$ cat src/rtl/apb_master_ctrl.sv
// APB initiator: accepts single-beat commands, runs one SETUP/ACCESS transfer
// each, and returns read data and status on a response channel.
module apb_master_ctrl #(
  parameter int ADDR_WIDTH     = 32,
  parameter int DATA_WIDTH     = 32,
  parameter int TIMEOUT_CYCLES = 16
) (
  input  logic                  PCLK,
  input  logic                  PRESET,
  input  logic                  CMD_VALID,
  output logic                  CMD_READY,
  input  logic                  CMD_WRITE,
  input  logic [ADDR_WIDTH-1:0] CMD_ADDR,
  input  logic [DATA_WIDTH-1:0] CMD_WDATA,
  output logic                  RSP_VALID,
  input  logic                  RSP_READY,
  output logic [DATA_WIDTH-1:0] RSP_RDATA,
  output logic                  RSP_ERR,
  output logic                  RSP_TIMEOUT,
  output logic                  PSELx,
  output logic                  PENABLE,
  output logic                  PWRITE,
  output logic [ADDR_WIDTH-1:0] PADDR,
  output logic [DATA_WIDTH-1:0] PWDATA,
  input  logic [DATA_WIDTH-1:0] PRDATA,
  input  logic                  PREADY,
  input  logic                  PSLVERR
);

  localparam int CW = (TIMEOUT_CYCLES > 0) ? $clog2(TIMEOUT_CYCLES + 1) : 1;
  localparam logic [CW-1:0] TMO = CW'(TIMEOUT_CYCLES);

  typedef enum logic [1:0] {IDLE, SETUP, ACCESS, RESP} state_t;

  state_t          state, state_nxt;
  logic [CW-1:0]   wait_cnt, cnt_inc;
  logic            tmo_hit, accept;

  // Bus strobes decode straight from the state register so an async reset
  // drops them immediately.
  assign PSELx     = (state == SETUP) || (state == ACCESS);
  assign PENABLE   = (state == ACCESS);
  assign RSP_VALID = (state == RESP);
  assign CMD_READY = (state == IDLE) && !PRESET;
  assign accept    = CMD_VALID && CMD_READY;

  assign cnt_inc = (&wait_cnt) ? wait_cnt : wait_cnt + CW'(1);
  assign tmo_hit = (TIMEOUT_CYCLES != 0) && (cnt_inc == TMO);

  always_ff @(posedge PCLK or posedge PRESET) begin
    if (PRESET) state <= IDLE;
    else        state <= state_nxt;
  end

  always_comb begin
    state_nxt = state;
    case (state)
      IDLE:    if (accept) state_nxt = SETUP;
      SETUP:   state_nxt = ACCESS;
      ACCESS:  if (PREADY || tmo_hit) state_nxt = RESP;
      RESP:    if (RSP_READY) state_nxt = IDLE;
      default: state_nxt = IDLE;
    endcase
  end

  always_ff @(posedge PCLK or posedge PRESET) begin
    if (PRESET) begin
      PWRITE      <= 1'b0;
      PADDR       <= '0;
      PWDATA      <= '0;
      RSP_RDATA   <= '0;
      RSP_ERR     <= 1'b0;
      RSP_TIMEOUT <= 1'b0;
      wait_cnt    <= '0;
    end else begin
      if (accept) begin
        PWRITE   <= CMD_WRITE;
        PADDR    <= CMD_ADDR;
        PWDATA   <= CMD_WDATA;
        wait_cnt <= '0;
      end
      if (state == ACCESS) begin
        if (PREADY) begin
          RSP_RDATA   <= PWRITE ? '0 : PRDATA;
          RSP_ERR     <= PSLVERR;
          RSP_TIMEOUT <= 1'b0;
        end else begin
          wait_cnt <= cnt_inc;
          if (tmo_hit) begin
            RSP_RDATA   <= '0;
            RSP_ERR     <= 1'b1;
            RSP_TIMEOUT <= 1'b1;
          end
        end
      end
    end
  end

endmodule

$ cat config.mk
export PLATFORM = sky130hd
export DESIGN_NAME = apb_master_ctrl
export DESIGN_NICKNAME = d
export VERILOG_FILES = /design/src/rtl/apb_master_ctrl.sv
export SDC_FILE = /design/constraint.sdc
export NUM_CORES = 1
export LEC_CHECK = 0
export BUFFER_PORTS_ARGS = -buffer_cell sky130_fd_sc_hd__buf_4
export CAP_MARGIN = 10
export CORE_MARGIN = 3
export CORE_UTILIZATION = 48
export CTS_CLUSTER_DIAMETER = 150
export DETAILED_ROUTE_END_ITERATION = 10
export HOLD_SLACK_MARGIN = 0.06
export PLACE_DENSITY = 0.81
export SYNTH_ARGS = -nofsm -noshare
export SYNTH_HDL_FRONTEND = slang
export SYNTH_SLANG_ARGS = --single-unit
$ cat constraint.sdc
create_clock -name PCLK -period 3.46 [get_ports PCLK]
set_input_delay 0.173 -clock PCLK [delete_from_list [all_inputs] [get_ports PCLK]]
set_output_delay 0.173 -clock PCLK [all_outputs]
set_load 0.01 [all_outputs]
# --- After elaboration in Yosys (flattened, before gate mapping) ---
# Cells that the tools add are included.
totals:
  out_inout_bits: 103
  regBits: 106
op_classes:
  n_mux: 14
  add_sub_neg: 1
  n_eq_ne: 7
  n_reduce_logical: 10
op_table:
  columns: ["cell", "count"]
  rows:
  - ["two-way mux 32 bit", 3]
  - ["two-way mux 5 bit", 4]
  - ["one-hot mux 2 bit (4 select lines)", 1]
  - ["two-way mux 2 bit", 3]
  - ["adder 5 x 1 -> 5 bit, second input constant", 1]
  - ["equality test 5 bit, second input constant", 1]
  - ["AND reduction 5 bit", 1]
  - ["equality test 2 bit, second input constant", 2]
  - ["!= test 2 x 1 -> 1 bit, second input constant", 2]
  - ["two-way mux 1 bit", 3]
  - ["AND reduction 3 bit", 1]
  - ["equality test 2 x 1 -> 1 bit, second input constant", 1]
  - ["logical AND 1 bit", 2]
  - ["logical NOT 2 bit", 1]
  - ["logical OR 1 bit", 2]
  - ["!= test 2 bit, second input constant", 1]
  - ["AND reduction 2 bit", 1]
  - ["nonzero test 2 bit", 1]
  - ["logical NOT 1 bit", 1]

# --- Longest topological paths before layout ---
# Gate-level depths: netlist (run 1).
logic_depth:
  depth_word: 6
  depth_mapped: 7
  mapped_depth_nobuf: 6

# --- Least setup slack after synthesis (run 1) ---
# OpenSTA, ideal clock, no wires.
synth_path:
  path_kind: "register -> register"
  start: "reg state[0]"
  end: "reg wait_cnt[0]"
  arrival_time_ns: 1.649
  path_stages_with_launch: 8
  synth_period_minus_slack_ns: 1.773
  setup_slack_ns: 1.687
  setup_time_ns: 0.125
  required_time_ns: 3.335
  cell_sequence: "dfrtp_1 > inv_1 > ha_1 > nor2b_1 > buf_2 > nor2b_1 > nor2_1 > mux2_2"
synth_between:
  elab_cells_between_ends: 7
  classes_between: "eq/ne (1); mux (3); reduce/logical (3)"
synth_lines:
  columns: ["element", "line", "source"]
  rows:
  - ["start: declaration", "35", "state_t state, state_nxt;"]
  - ["start signal: assignment", "52", "else state <= state_nxt;"]
  - ["equality test 2 bit", null, null]
  - ["named net PENABLE", "21", "output logic PENABLE,"]
  - ["two-way mux 5 bit", "82", "if (state == ACCESS) begin"]
  - ["end signal: assignment", "88", "wait_cnt <= cnt_inc;"]
  - ["end: declaration", "36", "logic [CW-1:0] wait_cnt, cnt_inc;"]
# The timed path passes the listed nets, and every way through them passes these cells.
# A chain may end at the register's enable or synchronous reset.

# --- Worst setup path after layout (run 1) ---
layout_path:
  start: "reg state[0]"
  end: "reg RSP_RDATA[2]"
layout_between:
  elab_chain_len: 2
layout_lines:
  columns: ["element", "line", "source"]
  rows:
  - ["equality test 2 bit", "82", null]
  - ["AND reduction 2 bit (no line)", null, null]
  - ["end signal: assignment", "84", "RSP_RDATA <= PWRITE ? '0 : PRDATA;"]
  - ["end: declaration", "17", "output logic [DATA_WIDTH-1:0] RSP_RDATA,"]
# Every way passes these cells.

==> metrics.md, run 1 <==
| Metric | Value |
|---|---|
| Status | finished clean |
| Commonest non-fill, non-tap cells in the layout | 210 x buf_4, 106 x dfrtp_1, 98 x dlygate4sd3_1 |
| Synth Cell Area | 0.00475 sq mm |
| Commonest non-fill, non-tap cell in the layout | buf_4 |
| Fillers | 517 |
| Remaining Overflow, GRT | 0 |
| GP Congestion | 0.847 |
| Final min period | 2.52 ns |
| Setup TNS | 0 ns |
| Pin count of the biggest net entering global routing | 51 |
| WS Path Type | flop to flop |
| Syn avg cell area | 12.5 sq um |
| Psw | 2220 uW |
| Crit path DAT | 2.82 ns |
| Synth-to-Final Area Change | 60.1% |
| Yosys reg bits | 106 |
| HP Class | input port to flop |
| Vias | 4195 |
| Total CTS buffers | 9 |
| Layout cells sized above 1 | 41.0% |
| Post-route antenna net violation count | 0 |
| Avg WL per Cell | slightly below 20 microns |
| Die area | 0.0111 sq mm |
| Cells after Synth | 380 |
| Hold slack | 0.0865 ns |
| Worst vdd ir | 0.543 mV |
| Seq/Total Area, Yosys | a little under three fifths |
| Vias in the first global route | 4640 |
| Final slew viol count | 0 |
| Clock Tree Buf Depth | 2 |
| Clk sinks | 106 |
| Routed Wire Length | 15.8 mm |
| Site row count | 35 |
| Number of iterations in the first detailed-routing pass | 4 |
| # setup viols final | 0 |
| Crit end category | flop |
| Chip Height | 105 microns |
| IO Port Bufs | 205 |
| Width of the chip | 105 microns |
| Startpoint Class | flop |
| Worst-margin pin slew | between 0.9 and 1 ns |
| CTS root buf | clkbuf_8 |
| DP HPWL | 9.10 mm |
| Combinational Power Share | 48.0% |
| Slew HR | 39.0% |
| Sw frac | 37.2% |
| Placed insts | 700 |
| Initial antenna violation count | 1 |
| Max Fclk | 397 MHz |
| Io pins | ~210 |
| Final Instance Count excl. Fillers | 815 |
| Core area | 0.00942 sq mm |
| Final net count | 788 |
| Starting Density | 50.4% |
| Clock power frac | 14.3% |
| First-pass GRT wire length | 24.9 mm |
| Detailed Route Iter0 Violations | 187 |
| CP required | around 3.8 ns |
| Total GRT Usage | 29.0% |
| Pwr/cell area | between 700 and 800 mW/mm^2 |
| Critical Path Fanout Max | 37 |
| CTS tree | yes |
| Max Cap Viol | 0 |
| Worst-path clk slew | 0.10 ns |
| P_leak | 0.00351 uW |
| Synth warn | 0 |
| Final hold viol count | 0 |
| Cell Int Power | 3740 uW |
| Cell variety after synth | 37 |
| Tcrit/Tclk final | 72.8% |
| DRC viols | 0 |
| Vias per inst | 5.15 |
| Reg power frac | 37.7% |
| Syn_nets | 488 |
| CTS H-tree depth | 3 |
| Clock skew | 0.0198 ns |
| Skew-Pair Late Insertion Delay | 0.37 ns |
| Unrepaired setup endpoints after global routing | no |
-- area by class of cell --
type	count	area [sq um]	share of cell area [%]
well taps	129	161	2.12
diodes	1	2.50	0.0329
clock inverters	6	87.6	1.15
repair buffers	309	2580	33.9
multi-input cells	250	1970	26.0
clock buffers	10	128	1.68
flip-flops and latches	106	2650	34.9
inverters	4	17.5	0.230
-- worst max-delay path, cell delays in order, from the launching register on --
cell,delay [ns]
dfrtp_1,0.41
inv_1,0.13
ha_1,0.16
buf_4,0.34
nand2_1,0.17
nor2_2,0.72
buf_4,0.33
a21oi_1,0.11
o21ai_2,0.06
-- layer usage --
layer	routed length, microns	GRT usage, %
met5	0	0
met4	660	13.8
met3	668	5.39
met1	5460	29.5
met2	9010	56.0
-- Yosys cell counts, drive strengths merged --
library cell  number  area share, %
dfrtp            106             56
mux2              67             16
nor2b             39            5.1
a21oi             37            4.1
o21ai             34            6.0
nand2b            33            4.3
buf               11            1.6
clkbuf             9           0.71
nor2               8           0.63
ha                 5            1.3
inv                4           0.32
nand2              3           0.24
a22o               2           0.37
and4               2           0.42
nand3              2           0.21
o21a               2           0.32
a2111oi            1           0.18
a211oi             1           0.16
a21o               1           0.16
a221oi             1           0.18
a311oi             1           0.18
a31oi              1           0.13
a41oi              1           0.18
and2               1           0.13
and3b              1           0.18
mux2i              1           0.21
nand3b             1           0.16
nand4              1           0.13
nor3               1           0.11
o2111ai            1           0.18
o22ai              1           0.13
or2                1           0.13
-- metrics by stage --
| stage | setup slack, ns | instance area, sq um | power [uW] | util (%) |
|---|---|---|---|---|
| floorplan | 0.498 | 4750 | 3580 | - |
| global placement | 1.10 | 6400 | 4790 | 68.0 |
| detailed placement | 0.994 | 6400 | 4910 | 68.0 |
| CTS | 0.983 | 7600 | 5840 | 80.7 |
| global route | 0.740 | 7600 | 6300 | 80.7 |
| finish | 0.942 | 7600 | 5950 | 80.7 |
-- timing repair --
item,4_1_cts,5_1_grt
hold buffers,98,0
hold endpoints to repair,145,0
setup buffers,0,0
gates resized for setup,0,0
-- final timing paths --
kind	start	end	slack, ns	cells past startpoint
worst max-delay path	state[0]	RSP_RDATA[2]	0.94	8
worst min-delay path	PSLVERR	RSP_ERR	0.09	3
worst max register to register	state[0]	RSP_RDATA[2]	0.94	8
worst min register to register	PADDR[0]	PADDR[0]	0.50	1
max in group asynchronous	PRESET	PWDATA[14]	2.07	4
min in group asynchronous	PRESET	PWDATA[2]	0.46	3
-- sequential cells by signal, summed over array words and instances (netlist names) --
register     flops
wait_cnt         5
PWDATA          32
RSP_ERR          1
state            2
PADDR           32
RSP_RDATA       32
PWRITE           1
RSP_TIMEOUT      1
-- power groups by stage --
stage | sequential (uW) | combinational [uW] | clock [uW]
6_report | 2240 | 2860 | 850
5_1_grt | 2310 | 3080 | 915
4_1_cts | 2190 | 2790 | 853
3_5_place_dp | 2210 | 2700 | 0
3_3_place_gp | 2180 | 2620 | 0
2_1_floorplan | 2420 | 1160 | 0
-- logic make-up (layout without fill, tap and decap cells) --
| group | count (synthesis) | in the layout | synth area share, % |
|---|---|---|---|
| other | 0 | 1 | 0 |
| AO/OA/AOI/OAI | 84 | 84 | 12.3 |
| AND/OR/NAND/NOR | 93 | 93 | 11.8 |
| multiplexers | 68 | 68 | 16.1 |
| buffers and inverters | 24 | 329 | 2.58 |
| adder cells (fa/ha/maj) | 5 | 5 | 1.32 |
| flip-flops | 106 | 106 | 55.9 |
No activity file was read; power rests on OpenSTA's default activity.
==> inputs of run 2 (changes only) <==
--- a/config.mk
+++ b/config.mk
@@ -5,14 +5,15 @@
 export SDC_FILE = /design/constraint.sdc
 export NUM_CORES = 1
 export LEC_CHECK = 0
+export ABC_AREA = 1
 export BUFFER_PORTS_ARGS = -buffer_cell sky130_fd_sc_hd__buf_4
 export CAP_MARGIN = 10
 export CORE_MARGIN = 3
-export CORE_UTILIZATION = 48
+export CORE_UTILIZATION = 42
 export CTS_CLUSTER_DIAMETER = 150
 export DETAILED_ROUTE_END_ITERATION = 10
 export HOLD_SLACK_MARGIN = 0.06
-export PLACE_DENSITY = 0.81
+export PLACE_DENSITY = 0.76
 export SYNTH_ARGS = -nofsm -noshare
 export SYNTH_HDL_FRONTEND = slang
 export SYNTH_SLANG_ARGS = --single-unit
==> constraint.sdc (replaced) <==
create_clock -name PCLK -period 2.1 [get_ports PCLK]
set_input_delay 0.105 -clock PCLK [delete_from_list [all_inputs] [get_ports PCLK]]
set_output_delay 0.105 -clock PCLK [all_outputs]
set_load 0.01 [all_outputs]
==> run 2 against run 1 <==
Compared with the run above: wire length is 6.9% lower; register-to-register slack worse by 0.75 ns; core utilization is 8.1 points lower; hold slack improved by 0.015 ns; critical path depth rose by 2; area after synthesis shrank 7.1%; sequential share of layout area is 1.6 points higher; clock power up 74%; largest cell class unchanged.
==> metrics.md, run 2 <==
| Metric | Value |
|---|---|
| Largest family of logic cells by synthesized area | simple AND/OR/NAND/NOR gates |
| GP Congestion | 0.794 (-6.3%) |
| Max Cap Viol | 0 (unchanged) |
| Number of iterations in the first detailed-routing pass | 5 (+1) |
| Yosys reg bits | 106 (unchanged) |
| Startpoint Class | flop |
| Crit end category | flop |
| Max stage delay cell, worst path | dfrtp_1 |
| Seq/Total Area, Yosys | 60.2% (+4.3 points) |
| Cell mode on critical path | nand2_1 |
| Vias in the first global route | 4748 (+2.3%) |
| Total GRT Usage | 25.2% (-3.8 points) |
| Clk sinks | 106 (unchanged) |
| IO Port Bufs | 205 (unchanged) |
| Detailed Route Iter0 Violations | 336 (+80%) |
| WS Path Type | flop to flop |
| Remaining Overflow, GRT | 0 (unchanged) |
| Die area | 0.0118 sq mm (+5.8%) |
| Max Fclk | 525 MHz (+32%) |
| Crit path DAT | 2.16 ns (-0.66 ns) |
| Layout cells sized above 1 | 31.7% (-9.3 points) |
| P_leak | 0.00399 uW (+14%) |
| Pin count of the biggest net entering global routing | 71 (+39%) |
| Final hold viol count | 0 (unchanged) |
| Worst-path clk slew | 0.10 ns (about the same) |
| Final Instance Area | 0.00727 sq mm (-4.4%) |
| Post-synth EDFFs | 0 (unchanged) |
| DP HPWL | 8.63 mm (-5.2%) |
| Routed Wire Length | 14.7 mm (-6.9%) |
| Setup TNS | 0 ns (unchanged) |
| Clock skew | 0.0101 ns (-0.00965 ns) |
| Placed insts | 814 (+16%) |
| CTS H-tree depth | 3 (unchanged) |
| Syn_nets | 606 (+24%) |
| Commonest non-fill, non-tap cell in the layout | nand2_1 |
| CP max stage delay | 0.44 ns (-0.28 ns) |
| Skew-Pair Late Insertion Delay | 0.36 ns (about the same) |
| Initial antenna violation count | 0 (-1) |
| Post-synth top area share | 60.2% (+4.3 points) |
| # setup viols final | 0 (unchanged) |
| Most frequent cells after synthesis | 264 x nand2_1, 106 x dfrtp_1, 34 x nand4_1, 16 x inv_1, 14 x nand2_2 |
| Top FF cell, synth | dfrtp_1 |
| Avg WL per Cell | 15.9 microns (-18%) |
| Critical Path Fanout Max | 34 (-8.1%) |
| Worst-margin pin slew | 0.451 ns (-0.464 ns) |
| Io pins | 206 (unchanged) |
| CTS tree | yes |
| Ys async rst share | 100% (unchanged) |
| Status | finished clean |
| Final min period | 1.90 ns (-0.615 ns) |
| Site row count | 36 (+2.9%) |
| Commonest non-fill, non-tap cells in the layout | 263 x nand2_1, 209 x buf_4, 106 x dfrtp_1 |
| DRC viols | 0 (unchanged) |
| Chip Height | 108 microns (+2.9%) |
| Mux share of post-synthesis cell area | 0.255% (-16 points) |
| Cell variety after synth | 23 (-38%) |
| CP required | 2.36 ns (-1.40 ns) |
| Final slew viol count | 0 (unchanged) |
| Slew HR | 70.0% (+31 points) |
| Final Instance Count excl. Fillers | 928 (+14%) |
| Synth warn | 0 (unchanged) |
| Synth Area in Simple Gates | 31.7% (+20 points) |
| Width of the chip | 108 microns (+2.9%) |
| Post-route antenna net violation count | 0 (unchanged) |
| Most frequent cell after synthesis | nand2_1 |
| Most area-consuming cells after synthesis | dfrtp_1 60%, nand2_1 22%, nand4_1 4.8%, nand2_2 2.0%, ha_1 1.4% |
| Synth-to-Final Area Change | 64.8% |
| Hold slack | 0.101 ns (+0.0149 ns) |
| Synth Cell Area | 0.00441 sq mm (-7.1%) |
| Total CTS buffers | 9 (unchanged) |
| Clock Tree Buf Depth | 2 (unchanged) |
| Final net count | 898 (+14%) |
| Adder-cell share of the synthesized area | 1.42% (+0.10 points) |
| HP Class | input port to flop |
| CTS root buf | clkbuf_8 |
| Synth Area in Compound Gates | 0.965% (-11 points) |
| Unrepaired setup endpoints after global routing | no |
| Crit-path cells | ha_1 > nand2_1 > nor2_2 > nand3_1 > nand2_1 > nand3_2 > nand2_2 > nand2_4 > nand2_1 > nand2_1 |
| First-pass GRT wire length | 23.3 mm (-6.6%) |
| Tcrit/Tclk final | 90.6% (+18 points) |
| Syn avg cell area | 8.85 sq um (-29%) |
| Worst vdd ir | 0.705 mV (+30%) |
| Cells after Synth | 498 (+31%) |
| Pwr/cell area | 1240 mW/mm^2 (+58%) |
| Area post-placement | 0.00604 sq mm (-5.7%) |
| # diodes | 0 (-1) |
| Vias per inst | 4.85 (-5.9%) |
| Synth Area in XOR/XNOR | 0.199% (+0.20 points) |
| Vias | 4497 (+7.2%) |
| Largest regs | PADDR: 32 flops, PWDATA: 32 flops, RSP_RDATA: 32 flops |
| Core area | 0.0100 sq mm (+6.2%) |
| Cell taking the most area after synthesis | dfrtp_1 |
| Starting Density | 44.1% (-6.3 points) |
## run 2: cell count changes after synthesis, moves of 20 or more
| cell | delta |
|---|---|
| nand2b_1 | -33 |
| nand2_1 | +261 |
| mux2_2 | -20 |
| a21oi_1 | -33 |
| mux2_1 | -46 |
| nor2b_1 | -39 |
| nand4_1 | +33 |
| o21ai_2 | -30 |
## run 2: per-stage QoR
stage / utilization (%) / power [uW] / worst slack (ns)
4_1_cts: 72.6 / 8960 / 0.201
3_5_place_dp: 60.4 / 7300 / 0.221
6_report: 72.7 / 9010 / 0.197
3_3_place_gp: 60.4 / 7160 / 0.338
5_1_grt: 72.7 / 9620 / 0.0484
2_1_floorplan: - / 5360 / 0.450
## run 2: layer usage
layer	GRT usage, %	part of all wire (%)
met2	42.5	48
met4	10.6	2.3
met5	0	0
met3	7.46	9.7
met1	29.9	40
## run 2: worst paths after layout
check | to | start | slack, ns | cells after the start
hold / removal | RSP_ERR | PSLVERR | 0.10 | 4
setup reg to reg | RSP_RDATA[5] | wait_cnt[0] | 0.20 | 10
max in group asynchronous | PADDR[21] | PRESET | 1.30 | 4
setup / recovery | RSP_RDATA[5] | wait_cnt[0] | 0.20 | 10
min in group asynchronous | RSP_RDATA[18] | PRESET | 0.42 | 4
hold reg to reg | PWDATA[6] | PWDATA[6] | 0.49 | 2
## run 2: power by group
group | switching, uW | internal (uW)
registers | 608 | 2920
logic | 2100 | 1900
clock network | 692 | 792
total | 3400 | 5610
## run 2: critical path, delay by kind of cell (launching register included)
| family | cells | cell delay, ns |
|---|---|---|
| AND/OR/NAND/NOR | 9 | 1.08 |
| adder cells (fa/ha/maj) | 1 | 0.25 |
| flip-flops | 1 | 0.44 |
## run 2: cells by family (layout without fill, tap and decap cells)
family | Yosys count | count (layout)
AOI/OAI and AO/OA | 8 | 8
DFF | 106 | 106
muxes | 1 | 1
xor gates and xnor gates | 1 | 1
and+or+nand+nor | 331 | 331
adders and majority gates | 5 | 5
buffers and inverters | 46 | 343
## run 2: layout make-up
class                   instances  area, sq um
repair buffers                310         2610
clock buffers                   9          124
clock inverters                 7          118
inverters                      17         67.6
fillers                       669         2730
multi-input cells             346         1530
well taps                     133          166
flip-flops and latches        106         2650
## run 2: what timing repair did
item / 4_1_cts / 5_1_grt
endpoints found under the setup margin: 0 / 1
hold endpoints to repair: 203 / 0
hold buffers: 98 / 0
setup buffers: 0 / 0
gates resized for setup: 0 / 1
==> inputs of run 3 (changes only) <==
--- a/config.mk
+++ b/config.mk
@@ -9,11 +9,12 @@
 export BUFFER_PORTS_ARGS = -buffer_cell sky130_fd_sc_hd__buf_4
 export CAP_MARGIN = 10
 export CORE_MARGIN = 3
-export CORE_UTILIZATION = 42
+export CORE_UTILIZATION = 41
+export CTS_BUF_LIST = sky130_fd_sc_hd__clkbuf_4
 export CTS_CLUSTER_DIAMETER = 150
 export DETAILED_ROUTE_END_ITERATION = 10
 export HOLD_SLACK_MARGIN = 0.06
-export PLACE_DENSITY = 0.76
+export PLACE_DENSITY = 0.75
 export SYNTH_ARGS = -nofsm -noshare
 export SYNTH_HDL_FRONTEND = slang
 export SYNTH_SLANG_ARGS = --single-unit
==> run 3 against run 2 <==
Compared with the run above: core utilization down 3.4 points; final cell count up 0.65%; wire length down 4.3%; first-iteration DRC count up 13%; flip-flop and latch count unchanged; hold slack better by 0.010 ns; clock skew up 0.018 ns; combinational power down 1%; sequential share of layout area up 0.43 points; design area down 1.2%; non-clock buffer count up 4; critical endpoint is now RSP_RDATA[11]; largest cell class unchanged.
==> metrics.md, run 3 (synthesis gave the netlist of run 2 again) <==
| Metric | Value |
|---|---|
| Chip Height | 110 microns (+1.1%) |
| Clock skew | 0.0277 ns (+0.0175 ns) |
| CP required | 2.50 ns (+0.14 ns) |
| Cell Int Power | 5180 uW (-7.7%) |
| Core area | 0.0104 sq mm (+3.7%) |
| Crit-path cells | inv_1 > ha_1 > buf_6 > nand4_1 > dlygate4sd3_1 > nand2_1 |
| Detailed Route Iter0 Violations | 379 (+13%) |
| Max Cap Viol | 0 (unchanged) |
| Slew HR | 53.8% (-16 points) |
| First-pass GRT wire length | 22.1 mm (-5.1%) |
| Final net count | 902 (+0.45%) |
| CP Buf/Inv Count | 3 (+3) |
| Combinational Power Share | 46.6% (+2.3 points) |
| Site row count | 37 (+2.8%) |
| P_leak | 0.00394 uW (-1.3%) |
| Tcrit/Tclk final | 93.6% (+2.9 points) |
| Startpoint Class | flop |
| Io pins | 206 (unchanged) |
| Final hold viol count | 0 (unchanged) |
| Setup TNS | 0 ns (unchanged) |
| Initial antenna violation count | 0 (unchanged) |
| Post-route antenna net violation count | 0 (unchanged) |
| Number of iterations in the first detailed-routing pass | 5 (unchanged) |
| WS Path Type | flop to flop |
| Clock power frac | 12.0% (-4.5 points) |
| Placed insts | 818 (+0.49%) |
| Largest regs | PADDR: 32 flops, PWDATA: 32 flops, RSP_RDATA: 32 flops |
| Critical Path Fanout Max | 33 (-2.9%) |
| Crit end category | flop |
| Vias in the first global route | 4499 (-5.2%) |
| # diodes | 0 (unchanged) |
| Final Instance Count excl. Fillers | 934 (+0.65%) |
| Pwr/cell area | 1180 mW/mm^2 (-4.7%) |
| Psw | 3310 uW (-2.6%) |
| FF-to-FF Start | state[0] |
| Post-CTS setup buffers | 0 (unchanged) |
| Setup WS pre-CTS | 0.255 ns (+0.0343 ns) |
| Total GRT Usage | 23.2% (-1.9 points) |
| Synth-to-Final Area Change | 62.9% |
| Final core area utilization | 69.3% (-3.4 points) |
| Skew-Pair Late Insertion Delay | 0.45 ns (+0.09 ns) |
| Status | finished clean |
| DRC viols | 0 (unchanged) |
| CTS root buf | clkbuf_4 |
| Sw frac | 39.0% (+1.3 points) |
| Avg WL per Cell | 15.1 microns (-4.9%) |
| Total CTS buffers | 9 (unchanged) |
| Hold endpoint | RSP_RDATA[19] |
| Vias per inst | 4.89 (+0.86%) |
| Delay-heaviest family, CP | buffers and inverters |
| Register-to-register setup slack | 0.14 ns (-0.06 ns) |
| Worst Reg2Reg Path Length in Cells | 6 (-4) |
| Commonest non-fill, non-tap cells in the layout | 263 x nand2_1, 210 x buf_4, 106 x dfrtp_1 |
| Hold path startpoint | PREADY |
| Width of the chip | 110 microns (+1.1%) |
| Clk sinks | 106 (unchanged) |
| Worst-path clk slew | 0.15 ns (+0.05 ns) |
| Crit path DAT | 2.36 ns (+0.20 ns) |
| Max stage delay cell, worst path | dlygate4sd3_1 |
| Unrepaired setup endpoints after global routing | no |
| Max Fclk | 509 MHz (-3.1%) |
| Reg power frac | 41.4% (+2.2 points) |
| CTS tree | yes |
| Final min period | 1.96 ns (+0.0617 ns) |
| IO Port Bufs | 205 (unchanged) |
| HP Class | input port to flop |
| Worst vdd ir | 0.792 mV (+12%) |
| Remaining Overflow, GRT | 0 (unchanged) |
| Vias | 4565 (+1.5%) |
| RR Endpoint | RSP_RDATA[11] |
| CTS H-tree depth | 3 (unchanged) |
| Starting Density | 42.5% (-1.6 points) |
| CP max stage delay | 0.59 ns (+0.15 ns) |
| Hold path depth | 3 (-1) |
| Setup ws final | 0.135 ns (-0.0617 ns) |
| Final slew viol count | 0 (unchanged) |
| CP startpoint | state[0] |
| # setup viols final | 0 (unchanged) |
| Pin count of the biggest net entering global routing | 57 (-20%) |
| Commonest non-fill, non-tap cell in the layout | nand2_1 |
| GP Congestion | 0.775 (-2.3%) |
| Routed Wire Length | 14.1 mm (-4.3%) |
| Die area | 0.0120 sq mm (+2.3%) |
| Layout cells sized above 1 | 31.5% (-0.24 points) |
| Clock Tree Buf Depth | 2 (unchanged) |
| Tot Pwr | 8490 uW (-5.8%) |
| DP HPWL | 8.60 mm (-0.29%) |
| Worst-margin pin slew | 0.692 ns (+0.241 ns) |
-- run 3: cell count changes in the layout (fill, tap and decap cells not counted), moves of 2 or more --
cell,before,now
clkbuf_8,9,0
clkinv_4,2,0
dlygate4sd3_1,98,101
bufinv_16,3,1
clkbuf_4,0,10
-- run 3: final cells by class --
| type | count | area [sq um] |
|---|---|---|
| clock buffers | 10 | 75.1 |
| clock inverters | 5 | 55.1 |
| fillers | 732 | 3190 |
| inverters | 17 | 67.6 |
| multi-input cells | 346 | 1520 |
| flip-flops and latches | 106 | 2650 |
| well taps | 136 | 170 |
| repair buffers | 314 | 2640 |
-- run 3: power by group through the flow --
stage	sequential [uW]	combinational, uW	clock [uW]
CTS	3480	3910	1050
global route	3620	4360	1140
global placement	3480	3650	0
detailed placement	3500	3760	0
floorplan	3820	1530	0
finish	3520	3950	1020
-- run 3: worst register-to-register path, delay by kind of cell, from the launching register on --
family                     cells  cell delay (ns)
DFF                            1             0.42
buffers and inverters          3             0.99
and+or+nand+nor                2             0.21
adders and majority gates      1             0.30
-- run 3: stage by stage --
stage | area [sq um] | hold slack, ns
2_1_floorplan | 4410 | 0.215
3_3_place_gp | 6040 | 0.258
3_5_place_dp | 6040 | 0.256
4_1_cts | 7180 | 0.0612
5_1_grt | 7180 | 0.0686
6_report | 7180 | 0.111
-- run 3: worst max-delay path by stage --
stage                     to  slack, ns  cells past startpoint
2_1_floorplan     PWDATA[14]       0.45                      9
6_report       RSP_RDATA[11]       0.14                      6
3_5_place_dp   RSP_RDATA[18]       0.26                      9
4_1_cts        RSP_RDATA[11]        0.1                      6
3_3_place_gp   RSP_RDATA[13]       0.38                      9
5_1_grt         RSP_RDATA[7]       0.02                      6
-- run 3: what timing repair did --
action | in CTS | in global routing
endpoints found under the hold margin | 126 | 0
endpoints found under the setup margin | 0 | 2
hold buffers | 101 | 0
gates resized for setup | 0 | 1
-- run 3: per-layer routing --
| layer | vias to the layer above | routed length, microns | global-route usage (%) | share of wire, % |
|---|---|---|---|---|
| met5 | - | 0 | 0 | 0 |
| met4 | 0 | 333 | 8.55 | 2.4 |
| met3 | 30 | 1510 | 7.40 | 11 |
| met2 | 247 | 6530 | 37.0 | 46 |
| met1 | 2148 | 5710 | 29.8 | 41 |
| li1 | 2140 | - | - | - |
